File: config.mk
export PLATFORM = sky130hd
export DESIGN_NAME = mux_n_pipe
export DESIGN_NICKNAME = d
export VERILOG_FILES = /design/src/rtl/mux_pkg.sv /design/src/rtl/mux_n_comb.sv /design/src/rtl/mux_n_pipe.sv
export SDC_FILE = /design/constraint.sdc
export NUM_CORES = 1
export LEC_CHECK = 0
export BUFFER_PORTS_ARGS = -buffer_cell sky130_fd_sc_hd__buf_2
export CAP_MARGIN = 20
export CORE_MARGIN = 5
export CORE_UTILIZATION = 46
export DETAILED_ROUTE_END_ITERATION = 10
export PLACE_DENSITY = 0.91
export SETUP_SLACK_MARGIN = 0.3
export SLEW_MARGIN = 5
export SYNTH_ARGS = -nofsm -noshare
export SYNTH_HDL_FRONTEND = slang
export SYNTH_SLANG_ARGS = --single-unit
export TNS_END_PERCENT = 20
File: constraint.sdc
create_clock -name clk -period 1.97 [get_ports clk]
set_input_delay 0.2955 -clock clk [delete_from_list [all_inputs] [get_ports clk]]
set_output_delay 0.2955 -clock clk [all_outputs]
set_load 0.01 [all_outputs]
File: src/rtl/mux_pkg.sv
// Shared types and helpers for the pipelined N-way multiplexer.
// Holds the skid-buffer state encoding and the selector-width helper.
package mux_pkg;

  typedef enum logic [1:0] {
    EMPTY = 2'd0,
    ONE   = 2'd1,
    TWO   = 2'd2
  } state_t;

  // A selector needs at least one bit even for degenerate input counts
  function automatic int sel_width(input int n);
    return (n <= 2) ? 1 : $clog2(n);
  endfunction

endpackage

File: src/rtl/mux_n_comb.sv
// Combinational N-way word selector; out-of-range selects yield DEFAULT_VAL.
// Also reports whether the selector addressed an existing input.
module mux_n_comb
  import mux_pkg::*;
#(
  parameter int              WIDTH       = 32,
  parameter int              N_IN        = 8,
  parameter logic [WIDTH-1:0] DEFAULT_VAL = '0,
  parameter int              SEL_W       = sel_width(N_IN)
) (
  input  logic [SEL_W-1:0]      sel,
  input  logic [N_IN*WIDTH-1:0] in_bus,
  output logic [WIDTH-1:0]      data,
  output logic                  in_range
);

  logic [WIDTH-1:0] data_s;
  logic             in_range_s;
  logic             hit_s;

  // Scan every input slot; a match overrides the default word
  always_comb begin
    data_s     = DEFAULT_VAL;
    in_range_s = 1'b0;
    hit_s      = 1'b0;
    for (int k = 0; k < N_IN; k++) begin
      hit_s      = (sel == SEL_W'(k));
      data_s     = hit_s ? in_bus[k*WIDTH +: WIDTH] : data_s;
      in_range_s = in_range_s | hit_s;
    end
  end

  assign data     = data_s;
  assign in_range = in_range_s;

endmodule

File: src/rtl/mux_n_pipe.sv
// Pipelined N-way multiplexer behind a two-entry skid buffer, one-cycle latency.
// Optional sticky out-of-range flag enabled by defining MUX_N_PIPE_SEL_ERR_EN.
module mux_n_pipe
  import mux_pkg::*;
#(
  parameter int               WIDTH       = 32,
  parameter int               N_IN        = 8,
  parameter int               SEL_W       = sel_width(N_IN),
  parameter logic [WIDTH-1:0] DEFAULT_VAL = '0
) (
  input  logic                  clk,
  input  logic                  reset_n,
  input  logic                  in_valid,
  output logic                  in_ready,
  input  logic [SEL_W-1:0]      sel,
  input  logic [N_IN*WIDTH-1:0] in_bus,
  output logic                  out_valid,
  input  logic                  out_ready,
  output logic [WIDTH-1:0]      out_data,
`ifdef MUX_N_PIPE_SEL_ERR_EN
  output logic                  sel_err,
  input  logic                  err_clr,
`endif
  output logic [SEL_W-1:0]      out_sel
);

  state_t           state_r, state_s;
  logic             in_ready_r, out_valid_r;
  logic [WIDTH-1:0] head_data_r, tail_data_r, new_data_s;
  logic [SEL_W-1:0] head_sel_r, tail_sel_r;
  logic             in_range_s;
  logic             in_fire_s, out_fire_s;
  logic             load_head_s, load_tail_s, head_from_tail_s;

  mux_n_comb #(
    .WIDTH       (WIDTH),
    .N_IN        (N_IN),
    .DEFAULT_VAL (DEFAULT_VAL),
    .SEL_W       (SEL_W)
  ) u_comb (
    .sel      (sel),
    .in_bus   (in_bus),
    .data     (new_data_s),
    .in_range (in_range_s)
  );

  assign in_fire_s  = in_valid & in_ready_r;
  assign out_fire_s = out_valid_r & out_ready;

  // Next-state and buffer-steering decode
  always_comb begin
    state_s          = state_r;
    load_head_s      = 1'b0;
    load_tail_s      = 1'b0;
    head_from_tail_s = 1'b0;
    case (state_r)
      EMPTY: begin
        if (in_fire_s) begin
          state_s     = ONE;
          load_head_s = 1'b1;
        end else begin
          state_s = EMPTY;
        end
      end
      ONE: begin
        case ({in_fire_s, out_fire_s})
          2'b10: begin
            state_s     = TWO;
            load_tail_s = 1'b1;
          end
          2'b01:   state_s = EMPTY;
          2'b11: begin
            state_s     = ONE;
            load_head_s = 1'b1;
          end
          default: state_s = ONE;
        endcase
      end
      TWO: begin
        if (out_fire_s) begin
          state_s          = ONE;
          head_from_tail_s = 1'b1;
        end else begin
          state_s = TWO;
        end
      end
      default: state_s = EMPTY;
    endcase
  end

  // State, handshake flags and buffer registers; handshake flags follow the next state
  always_ff @(posedge clk) begin
    if (!reset_n) begin
      state_r     <= EMPTY;
      in_ready_r  <= 1'b1;
      out_valid_r <= 1'b0;
      head_data_r <= DEFAULT_VAL;
      head_sel_r  <= '0;
      tail_data_r <= DEFAULT_VAL;
      tail_sel_r  <= '0;
    end else begin
      state_r     <= state_s;
      in_ready_r  <= (state_s != TWO);
      out_valid_r <= (state_s != EMPTY);
      if (load_head_s) begin
        head_data_r <= new_data_s;
        head_sel_r  <= sel;
      end else if (head_from_tail_s) begin
        head_data_r <= tail_data_r;
        head_sel_r  <= tail_sel_r;
      end else begin
        head_data_r <= head_data_r;
        head_sel_r  <= head_sel_r;
      end
      if (load_tail_s) begin
        tail_data_r <= new_data_s;
        tail_sel_r  <= sel;
      end else begin
        tail_data_r <= tail_data_r;
        tail_sel_r  <= tail_sel_r;
      end
    end
  end

`ifdef MUX_N_PIPE_SEL_ERR_EN
  logic sel_err_r;

  // Sticky error flag; a new error beats a simultaneous clear
  always_ff @(posedge clk) begin
    if (!reset_n) begin
      sel_err_r <= 1'b0;
    end else if (in_fire_s && !in_range_s) begin
      sel_err_r <= 1'b1;
    end else if (err_clr) begin
      sel_err_r <= 1'b0;
    end else begin
      sel_err_r <= sel_err_r;
    end
  end

  assign sel_err = sel_err_r;
`endif

  assign in_ready  = in_ready_r;
  assign out_valid = out_valid_r;
  assign out_data  = head_data_r;
  assign out_sel   = head_sel_r;

endmodule

Word level (Yosys, flattened, before mapping)
Cells that the tools add are included.

Equal/unequal tests: 13. Reductions and logical operators: 4. Bitwise operators: 2. Multiplexer cells: 23.

Operators by type and width (number): $mux 32 (10); $eq 3x3->1 const B (4); $mux 1 (7); $eq 2x2->1 const B (3); $eq 3x2->1 const B (2); $mux 3 (2); $pmux 2 s3 (1); $eq 2x1->1 const B (2); $pmux 2 s2 (1); $reduce_bool 2->1 (2); $eq 3x1->1 const B (1); $logic_not 3->1 (1); $and 1x1->1 (2); $logic_not 2->1 (1); $mux 2 (1); $ne 2x2->1 const B (1); $pmux 1 s2 (1).

Input bits: 263. Register bits after elaboration: 74.

Longest topological paths before layout
Word-level depth: 10. Depth in mapped cells: 7. Depth with buffers taken out: 6.

By module
From an unflattened synthesis, not the netlist that was laid out.

Cell total of the unflattened synthesis: 707. Area total of the unflattened synthesis: 5841.9 um2.

Modules (own cells, without submodules): mux_n_pipe (area each 3225.6 um2, instances 1, cells each 380); mux_n_comb (area each 2616.3 um2, instances 1, cells each 327).

Worst setup path before layout
Ideal clock, no wire load.

Path type: register to register. Start point: reg in_ready_r (netlist: in_ready). End point: reg head_data_r[10] (netlist: out_data[10]). Data arrival time: 1.572 ns. Buffers on the path: 1. Library setup time: 0.147 ns. Slack: 0.251 ns. Cell stages (with the launch flop): 7. Path through: dfxtp_1 > and2_1 > ha_1 > nand2_1 > a21oi_2 > buf_2 > a311oi_2.

Longest elaborated chain between the ends: 5. Elaborated cells on any way between the ends: 7. Those cells by class: eq/ne (1); mux (4); bitwise (1); reduce/logical (1).

RTL lines: start: declaration (line mux_n_pipe.sv:28) `logic in_ready_r, out_valid_r;`; start signal: assignment (line mux_n_pipe.sv:103) `in_ready_r <= (state_s != TWO);`; $and 1x1->1 (*) (line mux_n_pipe.sv:47) `assign in_fire_s = in_valid & in_ready_r;`; $eq 2x2->1 (line mux_n_pipe.sv:66) `case ({in_fire_s, out_fire_s})`; $mux 1 (line mux_n_pipe.sv:66); $pmux 1 s2 (*) (line mux_n_pipe.sv:56) `case (state_r)`; $mux 32 or $reduce_bool 2->1 (tied branches); end signal: assignment (line mux_n_pipe.sv:106) `head_data_r <= new_data_s;`; end signal: assignment (line mux_n_pipe.sv:109) `head_data_r <= tail_data_r;`; end signal: assignment (line mux_n_pipe.sv:112) `head_data_r <= head_data_r;`; end: declaration (line mux_n_pipe.sv:29) `logic [WIDTH-1:0] head_data_r, tail_data_r, new_data_s;`.

Every way passes the cells marked *; elsewhere a longest branch is shown, timed or not. A chain may end at the register's enable or synchronous reset.

Worst setup path after layout
Start point: reg in_ready_r (netlist: in_ready). End point: reg head_data_r[16] (netlist: out_data[16]).

The elaborated chain is that of the path after synthesis.

==> flow_metrics.env <==
export IMPL_synth_simple_gate_area_frac=0.1616
export IMPL_crit_path_start_kind="flip-flop"
export IMPL_period_minus_slack_ns=1.652
export IMPL_finClkSkew_ns=0.005937
export IMPL_final_nets=1155
export IMPL_synth_cells=600
export IMPL_dieArea_sq_mm=0.01418
export IMPL_pre_cts_ws_ns=0.1457
export IMPL_portBuffers=299
export IMPL_grt_pass1_vias=6018
export IMPL_p_per_area_mw_per_mm2=640.2
export IMPL_io_pins=300
export IMPL_drt_iter0_markers=697
export IMPL_drt_vias_per_instance=5.925
export IMPL_finalMaxSlewViolations=0
export IMPL_dr_pass1_iters=5
export IMPL_switching_share=0.3109
export IMPL_dpl_hpwl_um=17050
export IMPL_synth_edff_count=0
export IMPL_numCtsBuffers=9
export IMPL_ys_ff_latch=74
export IMPL_ff2ff_setup_slack_ns=0.32
export IMPL_syn_to_final_growth_pct=38.16
export IMPL_clkPwrFrac=0.313
export IMPL_path_max_fanout=8
export IMPL_ctsLongestPathBuffers=2
export IMPL_syn_area_per_cell_sq_um=9.125
export IMPL_p_sw_w=0.001505
export IMPL_clkSlewWorstSetupHoldPaths_ns=0.06
export IMPL_hold_worst_slack_ns=0.2554
export IMPL_grt_first_pass_wirelength_um=32360
export IMPL_drt_wirelength_per_cell_um=21.10
export IMPL_cts_sinks=74
export IMPL_setup_ws_ns=0.3180
export IMPL_min_period_over_period=0.8386
export IMPL_outcome="finished clean"
export IMPL_synthAdderAreaFrac=0.006856
export IMPL_die_w_um=119.1
export IMPL_combPwrFrac=0.328
export IMPL_grt_util_all_layers=0.2835
export IMPL_drive_gt1_frac=0.4994
export IMPL_overflow=0
export IMPL_htreeDepth=3
export IMPL_end_kind="flip-flop"
export IMPL_irDropWorstVdd_mv=0.3866
export IMPL_synth_nets=866
export IMPL_path_class="flip-flop to flip-flop"
export IMPL_initial_core_util=0.4734
export IMPL_min_path_type="input port to flip-flop"
export IMPL_synth_mux_area_frac=0.1885
export IMPL_vias=6180
export IMPL_yosys_most_used_dff="dfxtp_1"
export IMPL_grt_max_degree=68
export IMPL_crit_arrival_ns=1.88
export IMPL_routed_wl_um=22010
export IMPL_cap_violations=0
export IMPL_clock_fmax_mhz=605.3
export IMPL_setup_viol=0
export IMPL_async_flop_share=0
export IMPL_rsz0062_at_grt="true"
export IMPL_design_area_sq_mm=0.007565
export IMPL_hold_buffers=0
export IMPL_yosysSeqAreaShare=0.2706
export IMPL_relSlewSlack=0.7336
export IMPL_clk_insertion_delay_late_ns=0.32
export IMPL_yosys_warnings=0
export IMPL_place_area_sq_mm=0.007147
export IMPL_cts_root_buf="clkbuf_16"
export IMPL_finalSetupTns_ns=0
export IMPL_p_int_w=0.003337
export IMPL_synthDistinctLibCells=43
export IMPL_syn_cell_area_sq_mm=0.005475
export IMPL_worst_pin_slew_ns=0.3995
export IMPL_antenna_found_initial=7
export IMPL_rows=39
export IMPL_crit_required_ns=2.20
export IMPL_synth_xor_area_frac=0
export IMPL_synth_top_family_by_area="compound AO/OA/AOI/OAI gates"
export IMPL_gp_congestion=0.9600
export IMPL_cts_tree="done"
export IMPL_ant_nets=0
export IMPL_drc_errors=0
export IMPL_hold_viol=0
export IMPL_core_area_sq_mm=0.01156
export IMPL_p_leak_nw=3.459
export IMPL_power_share_sequential=0.360
export IMPL_synth_compound_area_share=0.2936
export IMPL_die_y_um=119.1
-- through the flow --
step | utilization | total power [W] | cells
after global placement | 0.6180 | 0.003237 | 1015
after floorplan | - | 0.002650 | 600
after detailed placement | 0.6180 | 0.003277 | 1015
after global routing | 0.6541 | 0.005055 | 1043
final | 0.6541 | 0.004843 | 1043
after CTS | 0.6419 | 0.004771 | 1030
-- worst max-delay path, stage by stage, from the launching register on --
cell	delay, ns
dfxtp_2	0.36
and2_4	0.19
ha_4	0.15
nand2_4	0.07
a21o_4	0.27
buf_6	0.15
and3_1	0.15
a311oi_2	0.23
-- registers in the layout (all words and copies together) (netlist names) --
register     count
out_sel          3
out_data        32
tail_data_r     32
out_valid        1
in_ready         1
tail_sel_r       3
state_r          2
-- final timing paths --
check        cells past startpoint            to         from
max                              7  out_data[16]     in_ready
min                              3  out_data[22]  in_bus[246]
max reg2reg                      7  out_data[16]     in_ready
min reg2reg                      2    out_sel[1]   out_sel[1]
-- power by group through the flow --
stage | clock (W) | combinational, W | sequential (W)
2_1_floorplan | 0 | 0.000857 | 0.00179
3_3_place_gp | 0 | 0.00148 | 0.00176
3_5_place_dp | 0 | 0.00151 | 0.00177
4_1_cts | 0.00152 | 0.00152 | 0.00174
5_1_grt | 0.00159 | 0.00171 | 0.00176
6_report | 0.00151 | 0.00159 | 0.00174
-- synth_stat cells, drive strengths merged (2+ instances only) --
cell | instances | area [sq um]
nand2 | 93 | 349.1
mux2i | 75 | 750.7
dfxtp | 74 | 1481
buf | 46 | 364.1
a22oi | 37 | 332.8
a31oi | 34 | 212.7
o21ai | 32 | 160.2
nor2b | 29 | 181.4
o221ai | 28 | 376.6
and3 | 26 | 162.7
a311oi | 25 | 344.1
mux2 | 25 | 281.5
clkbuf | 16 | 60.06
nand3b | 9 | 80.08
nor2 | 9 | 33.78
a21oi | 7 | 38.79
o211ai | 7 | 52.55
a21boi | 5 | 37.54
and2 | 4 | 25.02
ha | 3 | 37.54
nor3 | 3 | 15.01
o21a | 2 | 15.01
o31ai | 2 | 15.01
-- repair_timing --
action | CTS | global route
pin swaps | 0 | 12
setup endpoints to repair | 35 | 41
resized for setup | 4 | 13
gates cloned | 0 | 5
buffers inserted | 0 | 1
-- final cells by class --
class                           count  area, sq um
Antenna cell                        7        17.52
Clock buffer                       12        256.5
Clock inverter                      3        15.01
Fill cell                         956         4000
Inverter                            2        7.507
Multi-Input combinational cell    462         3616
Sequential cell                    74         1484
Tap cell                          143        178.9
Timing Repair Buffer              340         1989
-- metal layers --
| layer | GRT usage | routed length [um] | vias to the layer above | part of all wire |
|---|---|---|---|---|
| li1 | - | - | 2872 | - |
| met1 | 0.3676 | 8838 | 2869 | 0.40 |
| met2 | 0.4592 | 10420 | 389 | 0.47 |
| met3 | 0.06303 | 2084 | 50 | 0.095 |
| met4 | 0.1108 | 668 | 0 | 0.030 |
| met5 | 0 | 0 | - | 0 |
-- placed cells by master, fill, tap and decap left out, types with 8 or more instances in the layout --
cell       netlist  layout
buf_2           23     300
nand2_1         93      92
mux2i_1         75      75
dfxtp_1         74      72
a31oi_1         34      34
nor2b_1         29      27
o21ai_0         27      27
a22oi_1         26      26
and3_1          26      26
mux2_2          25      25
buf_4           10      23
o221ai_2        21      21
a311oi_2        20      21
a22oi_2         11      11
clkbuf_16        0      11
buf_12           4      11
nor2_1           9       9
nand3b_1         8       8
-- logic make-up (layout without fill, tap and decap cells) --
group,after synthesis,count (layout)
buffers and inverters,64,357
AO/OA/AOI/OAI,182,182
multiplexers,100,100
AND/OR/NAND/NOR,177,177
flip-flops,74,74
other,0,7
adder cells (fa/ha/maj),3,3
Note: power is estimated with default switching activity, not from simulation.
